$ cat src/rtl/prog_loader_pkg.sv
// Shared types for the program loader: loader FSM states, error codes and
// a width helper for the cycle-delay counters.
package custom_types;

    typedef logic [7:0] instruction_t;

    typedef enum logic [2:0] {
        LD_IDLE,
        LD_HALT,
        LD_LOAD,
        LD_VERIFY,
        LD_RELEASE,
        LD_RUN,
        LD_ERROR
    } loader_state_t;

    typedef enum logic [1:0] {
        ERR_NONE     = 2'b00,
        ERR_OVERFLOW = 2'b01,
        ERR_CHECKSUM = 2'b10
    } loader_err_t;

    // Bits needed to hold (cycles-1), never less than one.
    function automatic int cnt_width(input int cycles);
        return (cycles < 2) ? 1 : $clog2(cycles);
    endfunction

endpackage

$ cat src/rtl/prog_loader_delay_counter.sv
// Loadable down-counter with a zero flag; holds at zero until reloaded.
module delay_counter #(
    parameter int WIDTH = 4
) (
    input  logic             clk,
    input  logic             reset,
    input  logic             load,
    input  logic [WIDTH-1:0] load_val,
    output logic             zero
);

    logic [WIDTH-1:0] cnt;

    always_ff @(posedge clk or posedge reset) begin
        if (reset)
            cnt <= '0;
        else if (load)
            cnt <= load_val;
        else if (cnt != '0)
            cnt <= cnt - 1'b1;
    end

    assign zero = (cnt == '0);

endmodule

$ cat src/rtl/prog_loader.sv
// Program loader: halts the CPU, streams a program into instruction memory,
// optionally verifies it by readback checksum, then releases the CPU.
module prog_loader
    import custom_types::*;
#(
    parameter int ADDR_WIDTH     = 4,
    parameter int INSTR_WIDTH    = 8,
    parameter int HALT_CYCLES    = 2,
    parameter int RELEASE_CYCLES = 1,
    parameter int VERIFY         = 1
) (
    input  logic                   clk,
    input  logic                   reset,
    input  logic                   start,
    input  logic                   in_valid,
    output logic                   in_ready,
    input  logic [INSTR_WIDTH-1:0] in_data,
    input  logic                   in_last,
    output logic                   mem_we,
    output logic [ADDR_WIDTH-1:0]  mem_addr,
    output logic [INSTR_WIDTH-1:0] mem_wdata,
    input  logic [INSTR_WIDTH-1:0] mem_rdata,
    output logic                   prog_enable,
    output logic                   cpu_hold,
    output logic                   busy,
    output logic                   done,
    output logic                   error,
    output logic [1:0]             err_code
);

    localparam int HW = cnt_width(HALT_CYCLES);
    localparam int RW = cnt_width(RELEASE_CYCLES);

    loader_state_t          state;
    loader_err_t            err_q;
    logic [ADDR_WIDTH-1:0]  wr_ptr;
    logic [ADDR_WIDTH:0]    rd_idx;
    logic [ADDR_WIDTH:0]    count;
    logic [INSTR_WIDTH-1:0] wsum;
    logic [INSTR_WIDTH-1:0] rsum;
    logic                   cmp_pend;
    logic                   halt_zero;
    logic                   rel_zero;
    logic                   full;

    // Counters reload continuously outside their state, so they start
    // counting from (N-1) on the entry edge.
    delay_counter #(.WIDTH(HW)) u_halt_cnt (
        .clk      (clk),
        .reset    (reset),
        .load     (state != LD_HALT),
        .load_val (HW'(HALT_CYCLES - 1)),
        .zero     (halt_zero)
    );

    delay_counter #(.WIDTH(RW)) u_rel_cnt (
        .clk      (clk),
        .reset    (reset),
        .load     (state != LD_RELEASE),
        .load_val (RW'(RELEASE_CYCLES - 1)),
        .zero     (rel_zero)
    );

    assign full      = count[ADDR_WIDTH];
    assign mem_we    = (state == LD_LOAD) && in_valid && !full;
    assign mem_wdata = mem_we ? in_data : '0;
    assign err_code  = err_q;

    always_comb begin
        mem_addr = '0;
        if (state == LD_LOAD)
            mem_addr = wr_ptr;
        else if (state == LD_VERIFY)
            mem_addr = rd_idx[ADDR_WIDTH-1:0];
    end

    always_ff @(posedge clk or posedge reset) begin
        if (reset) begin
            state       <= LD_IDLE;
            err_q       <= ERR_NONE;
            wr_ptr      <= '0;
            rd_idx      <= '0;
            count       <= '0;
            wsum        <= '0;
            rsum        <= '0;
            cmp_pend    <= 1'b0;
            cpu_hold    <= 1'b1;
            prog_enable <= 1'b0;
            in_ready    <= 1'b0;
            busy        <= 1'b0;
            done        <= 1'b0;
            error       <= 1'b0;
        end else begin
            done <= 1'b0;
            case (state)
                LD_IDLE, LD_RUN, LD_ERROR: begin
                    if (start) begin
                        state       <= LD_HALT;
                        err_q       <= ERR_NONE;
                        wr_ptr      <= '0;
                        rd_idx      <= '0;
                        count       <= '0;
                        wsum        <= '0;
                        rsum        <= '0;
                        cmp_pend    <= 1'b0;
                        cpu_hold    <= 1'b1;
                        prog_enable <= 1'b1;
                        busy        <= 1'b1;
                        error       <= 1'b0;
                    end
                end
                LD_HALT: begin
                    if (halt_zero) begin
                        state    <= LD_LOAD;
                        in_ready <= 1'b1;
                    end
                end
                LD_LOAD: begin
                    if (in_valid) begin
                        if (full) begin
                            state       <= LD_ERROR;
                            err_q       <= ERR_OVERFLOW;
                            in_ready    <= 1'b0;
                            prog_enable <= 1'b0;
                            busy        <= 1'b0;
                            error       <= 1'b1;
                        end else begin
                            wr_ptr <= wr_ptr + 1'b1;
                            wsum   <= wsum + in_data;
                            count  <= count + 1'b1;
                            if (in_last) begin
                                in_ready <= 1'b0;
                                if (VERIFY != 0) begin
                                    state <= LD_VERIFY;
                                end else begin
                                    state       <= LD_RELEASE;
                                    prog_enable <= 1'b0;
                                end
                            end
                        end
                    end
                end
                LD_VERIFY: begin
                    // Reads run for count cycles, then one registered compare cycle.
                    if (!cmp_pend) begin
                        rsum   <= rsum + mem_rdata;
                        rd_idx <= rd_idx + 1'b1;
                        if (rd_idx == count - 1'b1)
                            cmp_pend <= 1'b1;
                    end else begin
                        cmp_pend    <= 1'b0;
                        prog_enable <= 1'b0;
                        if (rsum == wsum) begin
                            state <= LD_RELEASE;
                        end else begin
                            state <= LD_ERROR;
                            err_q <= ERR_CHECKSUM;
                            busy  <= 1'b0;
                            error <= 1'b1;
                        end
                    end
                end
                LD_RELEASE: begin
                    if (rel_zero) begin
                        state    <= LD_RUN;
                        cpu_hold <= 1'b0;
                        busy     <= 1'b0;
                        done     <= 1'b1;
                    end
                end
                default: state <= LD_IDLE;
            endcase
        end
    end

endmodule

$ cat config.mk
export PLATFORM = sky130hd
export DESIGN_NAME = prog_loader
export DESIGN_NICKNAME = d
export VERILOG_FILES = /design/src/rtl/prog_loader_pkg.sv /design/src/rtl/prog_loader_delay_counter.sv /design/src/rtl/prog_loader.sv
export SDC_FILE = /design/constraint.sdc
export NUM_CORES = 1
export LEC_CHECK = 0
export ABC_AREA = 1
export CAP_MARGIN = 40
export CORE_MARGIN = 2
export CORE_UTILIZATION = 55
export CTS_BUF_LIST = sky130_fd_sc_hd__clkbuf_16
export CTS_CLUSTER_SIZE = 14
export DETAILED_ROUTE_END_ITERATION = 16
export HOLD_SLACK_MARGIN = 0.15
export PLACE_DENSITY = 0.8
export SLEW_MARGIN = 20
export SYNTH_ARGS = -nofsm -noshare
export SYNTH_HDL_FRONTEND = slang
export SYNTH_SLANG_ARGS = --single-unit
$ cat constraint.sdc
create_clock -name clk -period 2.1 [get_ports clk]
set_input_delay 0.21 -clock clk [delete_from_list [all_inputs] [get_ports clk]]
set_output_delay 0.21 -clock clk [all_outputs]
set_load 0.01 [all_outputs]
---- After elaboration in Yosys (flattened, before gate mapping) ----
Index checks and enable logic that the tools add are counted.
Widths: inputs -> output; s select.
storage, ports and cells
  flip-flop bits (word level) ............. 44
operators by class
  $add $sub $neg .......................... 8
  equal/unequal tests ..................... 20
  mux-type cells .......................... 64
  reductions and logical operators ........ 21
operator list
  operator             count
  $mux 8               5
  $pmux 8 s2           2
  $mux 1               24
  $mux 3               7
  $mux 4               5
  $mux 5               4
  $pmux 5 s2           2
  $ne 2x2->1 const B   9
  $add 8x8->8          2
  $pmux 3 s5           1
  $mux 2               6
  $reduce_and 6->1     2
  $add 5x1->5 const B  2
  $eq 3x3->1 const B   3
  $reduce_and 3->1     3
  $eq 8x8->1           1
  $pmux 4 s2           1
  $reduce_and 4->1     2
  $reduce_bool 2->1    4
  $reduce_and 7->1     1
  $eq 3x2->1 const B   2
  $ne 3x3->1 const B   2
  $pmux 1 s2           3
  $pmux 1 s3           2
  16 further kinds     18

---- Depth between registers and ports, before layout ----
Gate-level depths: netlist of the first run.
  depth after elaboration ................. 5
  gate-level depth with buffers ........... 10
  gate-level depth less buffers ........... 10

---- By module ----
From an unflattened synthesis of the first run, not the netlist that was laid out.
second synthesis, totals
  cells, all modules ...................... 413
  area, all modules ....................... 3,086.7 µm²
modules (own cells, without submodules)
  module         times used  cells each  area an instance (µm²)  seq. area each (µm²)
  prog_loader    1           403         3,006.6                 1,052.3
  delay_counter  2           5           40.0                    25.0

---- Least setup slack after synthesis of the first run ----
OpenSTA, ideal clock, no wires.
  path type ............................... register to register
  from .................................... reg wsum[0]
  to ...................................... reg wsum[4]
  setup time .............................. 0.121 ns
  arrival time ............................ 1.383 ns
  slack ................................... 0.596 ns
  cell stages (with the launch flop) ...... 9
  path buffers ............................ 0
  period minus slack after synthesis ...... 1.504 ns
  path through ............................ dfrtp_1 ha_1 fa_1 nand3_1 nand2_1 xnor2_1 nor2_1 nand2_1 o21ai_1
between the ends
  cells in the longest elaborated chain, start to end .. 4
ends and longest elaborated chain
  element                 line                text
  from (decl)             prog_loader.sv:39   logic [INSTR_WIDTH-1:0] wsum;
  from (signal assigned)  prog_loader.sv:129  wsum <= wsum + in_data;
  $add 8x8->8             prog_loader.sv:129
  $mux 8                  prog_loader.sv:120  if (full) begin
  $mux 8                  prog_loader.sv:119  if (in_valid) begin
  $pmux 8 s2              prog_loader.sv:95   case (state)
Every way passes these cells. The select of a mux whose other input is x is not followed.
A chain may end at the register's enable or synchronous reset.

---- Worst setup path in the final report of the first run ----
  from .................................... reg state[2]
  to ...................................... out mem_wdata[0]
between the ends
  cells in the longest elaborated chain, start to end .. 4
ends and longest elaborated chain
  element                          line                text
  from (decl)                      prog_loader.sv:34   loader_state_t state;
  from (signal assigned)           prog_loader.sv:79   state <= LD_IDLE;
  from (signal assigned)           prog_loader.sv:98   state <= LD_HALT;
  from (signal assigned)           prog_loader.sv:114  state <= LD_LOAD;
  $eq 3x2->1                       prog_loader.sv:65   assign mem_we = (state == LD_LOAD) && in_valid && !full;
  $logic_and 1x1->1 (2 in series)  prog_loader.sv:65
  $mux 8                           prog_loader.sv:66   assign mem_wdata = mem_we ? in_data : '0;
  to (decl)                        prog_loader.sv:21   output logic [INSTR_WIDTH-1:0] mem_wdata,
Every way passes these cells.

==> results of run 1 <==
==> kinds of logic (layout without fill, tap and decap cells) <==
family	Yosys count	count (layout)	synth area share (%)
buffers and inverters	61	117	8.586
xor gates and xnor gates	22	22	6.579
and+or+nand+nor	185	185	28.19
DFF	43	43	36.78
adders and majority gates	20	20	9.056
AOI/OAI and AO/OA	57	57	10.81
==> layout make-up <==
class                           instances  area [um2]
Clock buffer                            5       125.1
Clock inverter                          3       11.26
Fill cell                             419        1501
Inverter                               57       214.0
Multi-Input combinational cell        284        1600
Sequential cell                        43        1080
Tap cell                               70       87.58
Timing Repair Buffer                   52       488.0
==> metrics by stage <==
stage	util, %	instances	cell area [um2]	worst slack (ps)	total power, mW
floorplan	-	388	2929	596.0	3.351
global placement	67.54	503	3450	232.3	4.040
detailed placement	67.54	503	3450	167.0	4.117
CTS	70.46	514	3598	6.149	4.906
global route	70.60	514	3606	68.27	5.312
finish	70.60	514	3606	140.3	4.900
==> critical path, stage by stage, from the launching register on <==
cell           delay, ps
dfrtp_2              450
nor2_4               160
nand2_4               70
nor2_4               110
inv_2                 60
nor2_4                90
inv_2                110
nor2_1               120
dlygate4sd2_1        280
==> cell usage after synthesis (4+ instances only) <==
cell type / count / share of area [%]
nand3_1: 32 / 5.5
dfrtp_1: 42 / 36
xor2_1: 8 / 2.4
o21ai_1: 16 / 2.7
nor2_4: 6 / 2.3
ha_1: 18 / 7.7
o21ai_0: 15 / 2.6
nor2_1: 25 / 3.2
o22ai_1: 6 / 1.3
nand4_1: 5 / 1.1
nand2_1: 104 / 13
inv_2: 9 / 1.2
nor3_1: 4 / 0.68
xnor2_1: 14 / 4.2
a21oi_1: 10 / 1.7
inv_1: 48 / 6.2
==> timing repair <==
action                                  CTS  global route
setup buffers                             3             0
endpoints found under the setup margin   13             3
gates cloned                              0             0
gates resized for setup                  12             3
==> registers in the layout, indices dropped and copies added (netlist names), 2 cells and up <==
signal,count
rsum,8
wsum,8
count,5
rd_idx,5
wr_ptr,4
state,3
err_code,2
==> path summary, 6_finish.rpt <==
check	endpoint	slack, ps	depth (start not counted)
max reg2reg	wsum[4]	300	10
min	err_code[1]	390	3
max	mem_wdata[0]	140	8
max in group asynchronous	state[0]	1310	3
min in group clk	err_code[0]	470	2
min reg2reg	err_code[0]	470	2
==> layer usage <==
metal  global-route usage, %  part of all wire [%]  vias up
met1                   32.75                    45     1282
li1                        -                     -     1360
met2                   44.21                    50       68
met3                   4.235                   4.8        7
met5                       0                     0        -
met4                   7.143                  0.92        0
==> layout by cell type (no fill, tap or decap), types with 4 or more instances in the layout <==
cell type,n
clkdlybuf4s50_1,28
o21ai_1,16
nor2_1,25
xnor2_1,14
a21oi_1,10
nand4_1,5
xor2_1,8
dfrtp_1,40
o22ai_1,6
inv_1,49
dlygate4sd2_1,10
buf_4,11
nand3_1,32
nor3_1,4
nand2_1,104
o21ai_0,15
ha_1,18
nor2_4,6
inv_2,9
clkbuf_16,5
==> report_power, final <==
part	leakage (nW)	internal (mW)	switching [mW]
Combinational	1.27	1.10	1.69
Sequential	0.566	1.12	0.266
Clock	0.0701	0.428	0.301
==> flow_summary_export.csv, run 1 <==
group,metric,value,unit
sta,period_needed,1960,ps
drt,num_vias,2717,
cells_and_area,area_growth_syn_to_layout,23.11,%
drt,drt_iter0_drc,190,
floorplanning,die_w,76.98,um
sta,finalHoldViolCount,0,
clock_network,hold_buffers,0,
sta,relSlewSlack,63.13,%
yosys,synth_edf_count,0,
placement,io_buffer_count,41,
drt,wirelength,7.048,mm
placement,place_congestion,0.8982,
cells_and_area,antenna_cells,0,
placement,dp_hpwl,5.285,mm
yosys,synthCells,388,
yosys,synth-seq-cells,43,
job,drv_cap,0,
global_routing,grt_antenna_before_repair,0,
global_routing,first_global_vias,2647,
global_routing,track_usage,25.42,%
pwr,ir_worst_vdd,0.6442,mV
sta,maxSlewViolCount,0,
clock_network,clk_latency,280,ps
floorplanning,rows,26,
sta,rsz0062_at_grt,"no",
worst_setup_path,crit_type,"reg -> out",
worst_setup_path,required,1890,ps
yosys,syn_nets,429,
global_routing,grt_pass1_wl,12.11,mm
floorplanning,ios,42,
hold_path,min_path_type,"in -> async",
yosys,yosysUniqueCellTypes,31,
sta,tns,0,ps
floorplanning,die-area,5925,um2
floorplanning,start_util,57.35,%
drt,vias_per_cell,5.286,
cells_and_area,drive_above_1_share,9.910,%
clock_network,htreeDepth,2,
yosys,avgSynthCellArea,7.549,um2
drt,drtPass1Iterations,4,
drt,wl_per_cell,13.71,um
clock_network,clock-sinks,43,
pwr,cellPowerDensity,1359,nW/um2
worst_setup_path,worst_setup_path_end_kind,"output port",
worst_setup_path,cp-startpoint,"state[2]",
yosys,async_flop_share,100.0,%
clock_network,clk_path_buf_depth,2,
pwr,p_leak,1.910,nW
sta,worst_slew_pin_slew,553.0,ps
worst_setup_path,reg2reg_from,"state[2]",
status,outcome,"complete, no violations",
sta,hold_ws,387.7,ps
floorplanning,coreArea,5107,um2
global_routing,grt_max_degree,44,
cells_and_area,nets,484,
sta,fin_worst_skew,5.574,ps
sta,fin_crit_sh,93.32,%
clock_network,cts_tree,"built",
worst_setup_path,crit_path_max_fanout,10,
global_routing,grt-ovfl-total,0,
worst_setup_path,start_kind,"flop",
clock_network,clk_pin_slew,60,ps
yosys,yosys_warnings,0,
worst_setup_path,cp.arrival,1750,ps
yosys,seq_area_frac_synth,36.78,%
yosys,syn_area,2929,um2
sta,setup_viol,0,
clock_network,cts_root_buffer,"clkbuf_16",
floorplanning,die_h,76.98,um
sta,fmax,0.5103,GHz
drt,ant_nets,0,
drt,remaining_drc_errors,0,
clock_network,cts-buffers-inserted,5,
yosys,synthFlopType,"dfrtp_1",
(Power assumes the default switching activity.)
==> run 2, diff against run 1 <==
CELL_PAD_IN_SITES_DETAIL_PLACEMENT = 1   (was default)
CELL_PAD_IN_SITES_GLOBAL_PLACEMENT = 1   (was default)
CORE_UTILIZATION = 40   (was 55)
CTS_CLUSTER_SIZE = 8   (was 14)
PLACE_DENSITY = default   (was 0.8)
PLACE_DENSITY_LB_ADDON = 0.1   (was default)
==> flow_summary_export.csv, run 2 (same netlist as run 1, synthesis figures left out) <==
group,metric,value,unit
sta,fmax,0.5168,GHz
hold_path,min_path_type,"in -> async",
clock_network,hold_buffers,0,
cells_and_area,num-fill-cells,894,
sta,maxSlewViolCount,0,
placement,place_congestion,0.8364,
sta,setup_viol,0,
worst_setup_path,start_kind,"flop",
clock_network,clk_path_buf_depth,2,
worst_setup_path,reg2reg_from,"state[2]",
floorplanning,start_util,40.82,%
floorplanning,die-area,8023,um2
global_routing,first_global_vias,2661,
clock_network,clk_latency,290,ps
pwr,ir_worst_vdd,0.4705,mV
sta,relSlewSlack,61.79,%
cells_and_area,fin_area,3645,um2
drt,wirelength,7.887,mm
worst_setup_path,crit_type,"reg -> out",
worst_setup_path,critPathMaxStageDelay,470,ps
sta,finalHoldViolCount,0,
cells_and_area,nets,481,
drt,num_vias,2661,
worst_setup_path,crit_path_max_fanout,10,
cells_and_area,finish.utilization,50.79,%
pwr,p_leak,1.894,nW
clock_network,cts_tree,"built",
sta,fin_worst_skew,8.207,ps
drt,ant_nets,0,
drt,drtPass1Iterations,4,
global_routing,track_usage,21.18,%
global_routing,grt-ovfl-total,0,
pwr,p_total,5.017,mW
sta,fin_ws,165.0,ps
clock_network,cts-buffers-inserted,5,
cells_and_area,reg_top3,"rsum: 8 flops, wsum: 8 flops",
cells_and_area,drive_above_1_share,9.751,%
sta,tns,0,ps
global_routing,grt_pass1_wl,12.94,mm
drt,drt_iter0_drc,113,
cells_and_area,antenna_cells,0,
placement,io_buffer_count,41,
floorplanning,coreArea,7176,um2
cells_and_area,instances_no_fill,540,
worst_setup_path,worst_setup_path_end_kind,"output port",
placement,place_area,3491,um2
worst_setup_path,required,1890,ps
worst_setup_path,cp.arrival,1730,ps
floorplanning,rows,31,
cells_and_area,area_growth_syn_to_layout,24.43,%
clock_network,clock-sinks,43,
sta,fin_crit_sh,92.14,%
floorplanning,die_w,89.57,um
drt,vias_per_cell,4.928,
clock_network,htreeDepth,2,
placement,place_ws,133.4,ps
clock_network,cts_root_buffer,"clkbuf_16",
sta,period_needed,1935,ps
clock_network,clk_pin_slew,70,ps
global_routing,grt_antenna_before_repair,0,
floorplanning,die_h,89.57,um
cells_and_area,mostFrequentLayoutCell,"nand2_1",
job,drv_cap,0,
sta,rsz0062_at_grt,"no",
drt,wl_per_cell,14.61,um
worst_setup_path,cp-startpoint,"state[0]",
sta,hold_ws,371.2,ps
placement,dp_hpwl,6.117,mm
pwr,cellPowerDensity,1376,nW/um2
worst_setup_path,crit_chain,"inv_4 -> nand2_4 -> nor2_4 -> inv_2 -> nor2_4 -> inv_4 -> nor2_1 -> dlygate4sd2_1",
floorplanning,ios,42,
placement,dp.cells,531,
sta,worst_slew_pin_slew,573.1,ps
drt,remaining_drc_errors,0,
global_routing,grt_max_degree,44,
status,outcome,"complete, no violations",
cells_and_area,mostFrequentLayoutCells,"104 x nand2_1, 47 x inv_1, 41 x dfrtp_1, 32 x nand3_1, 28 x clkdlybuf4s50_1",
worst_setup_path,cp_slowest_cell,"dfrtp_1",
==> run 2: worst paths after layout <==
path	end	slack, ps	cells after the start
max	mem_wdata[2]	160	8
min	rsum[2]	370	3
max reg2reg	wr_ptr[1]	280	10
min reg2reg	busy	470	2
max in group asynchronous	state[2]	1300	3
min in group clk	busy	470	2
==> run 2: worst max-delay path: cells and delay by family (launching register included) <==
kind | cells | cell delay [ps]
simple gates | 4 | 400
flops | 1 | 470
buf+inv | 4 | 560
==> run 2: power by group <==
group / internal [mW] / switching [mW] / total [mW]
Combinational: 1.10 / 1.71 / 2.82
Clock: 0.439 / 0.354 / 0.793
Sequential: 1.11 / 0.292 / 1.41
Total: 2.66 / 2.36 / 5.02
==> run 2: per-layer routing <==
metal | vias to the layer above | track usage [%] | wire, um
met1 | 1258 | 30.22 | 4047
li1 | 1357 | - | -
met2 | 37 | 33.49 | 3512
met5 | - | 0 | 0
met4 | 0 | 6.106 | 108
met3 | 9 | 3.016 | 218
==> run 2: layout make-up <==
cell class,count,area [um2],area share [%]
multi-input cells,284,1600,43.91
repair buffers,49,478.0,13.11
flip-flops and latches,43,1079,29.59
clock buffers,5,125.1,3.433
inverters,57,219.0,6.008
well taps,99,123.9,3.399
clock inverters,3,20.02,0.5493
==> run 2: timing repair <==
item | 4_1_cts | 5_1_grt
gates resized for setup | 13 | 3
pin swaps | 0 | 1
setup buffers | 0 | 1
endpoints found under the setup margin | 13 | 3
==> run 3, diff against run 2 <==
ABC_CLOCK_PERIOD_IN_PS = 2100   (was default)
==> results of run 3 <==
No change in the layout: final DEF, timing and power equal those of run 2.
